==> config.mk <==
export PLATFORM = sky130hd
export DESIGN_NAME = brew_timer
export DESIGN_NICKNAME = d
export VERILOG_FILES = /design/src/rtl/brew_timer.sv
export SDC_FILE = /design/constraint.sdc
export NUM_CORES = 1
export LEC_CHECK = 0
export BUFFER_PORTS_ARGS = -buffer_cell sky130_fd_sc_hd__buf_2
export CAP_MARGIN = 20
export CORE_ASPECT_RATIO = 0.75
export CORE_MARGIN = 4
export CORE_UTILIZATION = 55
export CTS_BUF_LIST = sky130_fd_sc_hd__clkbuf_4
export CTS_CLUSTER_DIAMETER = 120
export DETAILED_ROUTE_END_ITERATION = 10
export GPL_ROUTABILITY_DRIVEN = 1
export GPL_TIMING_DRIVEN = 0
export PLACE_DENSITY = 0.74
export SLEW_MARGIN = 20
export SYNTH_ARGS = -nofsm -noshare
export SYNTH_HDL_FRONTEND = slang
export SYNTH_SLANG_ARGS = --single-unit
==> constraint.sdc <==
create_clock -name clk -period 4.7 [get_ports clk]
set_input_delay 0.235 -clock clk [delete_from_list [all_inputs] [get_ports clk]]
set_output_delay 0.235 -clock clk [all_outputs]
set_load 0.02 [all_outputs]
==> src/rtl/brew_timer.sv <==
// Countdown timer for the coffee-maker FSM: loads up to 99 seconds, counts down at a
// speed-scaled rate, reports remaining time in binary and BCD, pulses t_expired at zero.
module brew_timer #(
    parameter int unsigned TICK_DIV = 50000000,
    parameter int unsigned ACC_W    = 27
) (
    input  logic       clk,
    input  logic       rst,
    input  logic       start,
    input  logic [7:0] duration,
    input  logic       abort,
    input  logic       hold,
    input  logic [3:0] speed,
    output logic       busy,
    output logic       t_expired,
    output logic [6:0] remaining,
    output logic [3:0] rem_tens,
    output logic [3:0] rem_ones
);

    typedef enum logic [1:0] {
        S_IDLE,
        S_RUN,
        S_HOLD,
        S_EXPIRE
    } state_t;

    localparam logic [ACC_W-1:0] TICK = ACC_W'(TICK_DIV);

    state_t           r_state;
    logic [ACC_W-1:0] r_acc;
    logic [6:0]       r_rem;
    logic [3:0]       r_tens;
    logic [3:0]       r_ones;

    logic [3:0]       w_step;
    logic [ACC_W-1:0] w_sum;
    logic             w_tick;
    logic [6:0]       w_load;
    logic [3:0]       w_load_tens;
    logic [3:0]       w_load_ones;

    assign w_step = (speed == 4'd0) ? 4'd1 : speed;
    assign w_sum  = r_acc + ACC_W'(w_step);
    assign w_tick = (w_sum >= TICK);
    assign w_load = (duration > 8'd99) ? 7'd99 : duration[6:0];

    // Split the clamped load value into BCD digits once, at load time.
    always_comb begin
        w_load_tens = '0;
        for (int unsigned i = 1; i < 10; i++) begin
            if (w_load >= 7'(i * 10)) begin
                w_load_tens = 4'(i);
            end
        end
        w_load_ones = 4'(w_load - {3'b000, w_load_tens} * 7'd10);
    end

    always_ff @(posedge clk) begin
        if (rst) begin
            r_state <= S_IDLE;
            r_acc   <= '0;
            r_rem   <= '0;
            r_tens  <= '0;
            r_ones  <= '0;
        end else if (abort) begin
            r_state <= S_IDLE;
            r_acc   <= '0;
            r_rem   <= '0;
            r_tens  <= '0;
            r_ones  <= '0;
        end else if (start) begin
            r_acc <= '0;
            if (duration == 8'd0) begin
                r_state <= S_EXPIRE;
                r_rem   <= '0;
                r_tens  <= '0;
                r_ones  <= '0;
            end else begin
                r_state <= S_RUN;
                r_rem   <= w_load;
                r_tens  <= w_load_tens;
                r_ones  <= w_load_ones;
            end
        end else begin
            case (r_state)
                S_IDLE: r_state <= S_IDLE;
                S_EXPIRE: r_state <= S_IDLE;
                S_RUN, S_HOLD: begin
                    // The edge that sees hold drop already accumulates, so the countdown
                    // freezes for exactly as many edges as hold was sampled high.
                    if (hold) begin
                        r_state <= S_HOLD;
                    end else begin
                        r_state <= S_RUN;
                        if (w_tick) begin
                            r_acc <= w_sum - TICK;
                            r_rem <= r_rem - 7'd1;
                            if (r_ones == 4'd0) begin
                                r_ones <= 4'd9;
                                r_tens <= r_tens - 4'd1;
                            end else begin
                                r_ones <= r_ones - 4'd1;
                            end
                            if (r_rem == 7'd1) begin
                                r_state <= S_EXPIRE;
                            end
                        end else begin
                            r_acc <= w_sum;
                        end
                    end
                end
                default: r_state <= S_IDLE;
            endcase
        end
    end

    assign busy      = (r_state == S_RUN) || (r_state == S_HOLD);
    assign t_expired = (r_state == S_EXPIRE);
    assign remaining = r_rem;
    assign rem_tens  = r_tens;
    assign rem_ones  = r_ones;

endmodule
==> results.sh <==
export IMPL_worst_path_max_fanout=10
export IMPL_starting_density_of_the_core=0.573
export IMPL_slew_headroom=0.432
export IMPL_crit_arrival_ns=4.82
export IMPL_route_final_wire_length_um=11800
export IMPL_avgSynthCellArea_um2=7.33
export IMPL_cp_required_ns=4.96
export IMPL_power_per_cell_area_nw_per_um2=178
export IMPL_average_detailed_routed_wire_length_per_instance_um=17.5
export IMPL_global_route_overflow_total=0
export IMPL_cts_root_buf="clkbuf_4"
export IMPL_cts_max_path_buffers=2
export IMPL_finalPower_mw=0.769
export IMPL_fp_dieH_um=81.4
export IMPL_async_flop_share=0
export IMPL_layout_drive_gt1_share=0.147
export IMPL_cts_buffers=5
export IMPL_synth_enable_flop_cells=0
export IMPL_number_of_distinct_library_cell_variants_in_the_gate_level_netlist_after_synthesis=78
export IMPL_mostFrequentLayoutCells="61 x nor2_1, 52 x nand2_1, 45 x a21oi_1"
export IMPL_syn_num_nets=567
export IMPL_synth_warnings=0
export IMPL_fin_crit_ns=4.55
export IMPL_pin_count_of_the_biggest_net_entering_global_routing=15
export IMPL_hold_ws_ns=0.168
export IMPL_power_leakage_nw=1.54
export IMPL_fp_coreArea_um2=6900
export IMPL_io_pins=34
export IMPL_grt_antenna_before_repair=0
export IMPL_dp_hpwl_um=8790
export IMPL_clock_skew_final_ns=0.0133
export IMPL_grt_pass1_vias=3736
export IMPL_layout_cells_most_common="nor2_1"
export IMPL_end_kind="flip-flop"
export IMPL_drt_initial_drc_count=549
export IMPL_drc=0
export IMPL_fmax_mhz=220
export IMPL_post_route_cell_area_um2=4320
export IMPL_route_antenna_remaining_nets=0
export IMPL_hold_violations=0
export IMPL_layout_cells_non_filler=675
export IMPL_grt_pass1_wl_um=18900
export IMPL_max_cap_viol_count=0
export IMPL_clkTransAtPathRegs_ns=0.15
export IMPL_rows=26
export IMPL_clkSinkCount=44
export IMPL_drtPass1Iterations=7
export IMPL_numPortBuffers=28
export IMPL_rsz0062_at_grt="no"
export IMPL_outcome="finished, final reports clean"
export IMPL_placement_setup_worst_slack_ns=-0.212
export IMPL_finalWeightedCongestion=0.988
export IMPL_die_area_um2=8620
export IMPL_fin_util=0.626
export IMPL_placedInstanceArea_um2=4220
export IMPL_max_vdd_ir_drop_mv=0.122
export IMPL_setup_ws_ns=0.148
export IMPL_route_vias_total=4332
export IMPL_route_detailed_vias_per_inst=6.42
export IMPL_tightestPinTransition_ns=0.844
export IMPL_placedCellCount=665
export IMPL_syn_cell_area_um2=3950
export IMPL_postSynthRegisterBits=44
export IMPL_final_period_utilization=0.969
export IMPL_tritoncts="yes"
export IMPL_synth_yosys_seq_area_share=0.223
export IMPL_criticalPathCategory="flip-flop to flip-flop"
export IMPL_hold_path_class="primary input to flip-flop"
export IMPL_diode_count=0
export IMPL_cts_hold_buffers=0
export IMPL_die_width_um=106
export IMPL_tns_ns=0
export IMPL_global_route_total_usage_across_every_layer=0.273
export IMPL_final_net_count=604
export IMPL_layout_area_overhead_vs_synth_pct=9.24
export IMPL_netlist_instances=539
export IMPL_primary_flip_flop_cell_chosen_by_synthesis_mapping="dfxtp_1"
export IMPL_htree_levels=2
export IMPL_final_setup_viol_count=0
export IMPL_cp_start_kind="flip-flop"
export IMPL_worst_skew_late_latency_ns=0.38
export IMPL_slew_violations=0
==> Yosys cell counts, drive strengths merged, types with 4 or more instances <==
master  instances  area share
nor2           62       0.060
nand2          52       0.049
a21oi          46       0.059
dfxtp          44        0.22
clkbuf         24       0.023
nor3           24       0.030
inv            22       0.021
nand3          21       0.027
xnor2          21       0.047
buf            16       0.022
o21ai          13       0.016
nand4          10       0.021
nor4           10       0.020
and3            9       0.014
ha              9       0.028
mux2i           9       0.023
o221a           9       0.026
a31oi           8       0.013
and4            8       0.018
or2             8       0.013
xor2            8       0.018
nor2b           7       0.011
o22ai           7       0.011
or3             7       0.012
a211oi          6       0.013
o31ai           6       0.016
a22oi           5      0.0095
nand2b          5      0.0079
o211ai          4      0.0076
o221ai          4       0.010
==> kinds of logic (layout without fill, tap and decap cells) <==
logic type / Yosys count / after routing / synth area share
compound gates: 150 / 150 / 0.276
xor+xnor: 29 / 29 / 0.0643
fa+ha+maj: 13 / 13 / 0.0437
buf+inv: 62 / 100 / 0.0665
flops: 44 / 44 / 0.223
mux: 11 / 11 / 0.0285
simple gates: 230 / 230 / 0.298
==> worst paths after layout <==
check                           slack (ns)      endpoint     start  cells past startpoint
worst max-delay path                  0.15     r_acc[17]  r_acc[0]                     18
worst min-delay path                  0.17  remaining[5]     abort                      3
worst max register to register        0.15     r_acc[17]  r_acc[0]                     18
worst min register to register        0.48      r_acc[0]  r_acc[0]                      2
==> cell type report <==
type,instances,area [µm²]
Sequential cell,44,881
Clock buffer,5,37.5
Fill cell,650,2580
Multi-Input combinational cell,433,2820
Buffer,40,180
Clock inverter,3,42.5
Inverter,22,82.6
Tap cell,98,123
Timing Repair Buffer,30,155
==> layer usage <==
metal / share of wire / vias to the layer above / track usage
met4: 0.0084 / 2 / 0.0479
met1: 0.48 / 2019 / 0.412
met5: 0.0015 / - / 0
met2: 0.42 / 228 / 0.412
met3: 0.098 / 15 / 0.0487
li1: - / 2068 / -
==> worst max-delay path, stage by stage (launching register included) <==
cell,delay (ns)
dfxtp_1,0.36
ha_1,0.17
inv_1,0.06
fa_1,0.40
nand2b_1,0.23
a21o_1,0.28
buf_2,0.24
nor2_1,0.23
xor2_2,0.26
inv_1,0.07
ha_1,0.29
a211oi_2,0.37
a21oi_1,0.21
o31ai_4,0.24
buf_4,0.21
buf_4,0.21
a22oi_1,0.13
o311ai_1,0.33
o41ai_1,0.13
==> power breakdown <==
group          switching [mW]  internal [mW]  leakage (nW)
registers             0.00714          0.379         0.356
clock network           0.140          0.111        0.0412
logic                  0.0839         0.0467          1.15
==> what timing repair did <==
action                                  CTS  global route
gates resized for setup                   0             1
endpoints found under the setup margin    0            24
buffers inserted                          0             2
==> sequential cells by signal (all words and copies together), names as in the netlist <==
signal and cells:
remaining 7, rem_ones 4, r_state 2, rem_tens 4, r_acc 27
(Power assumes the default switching activity.)
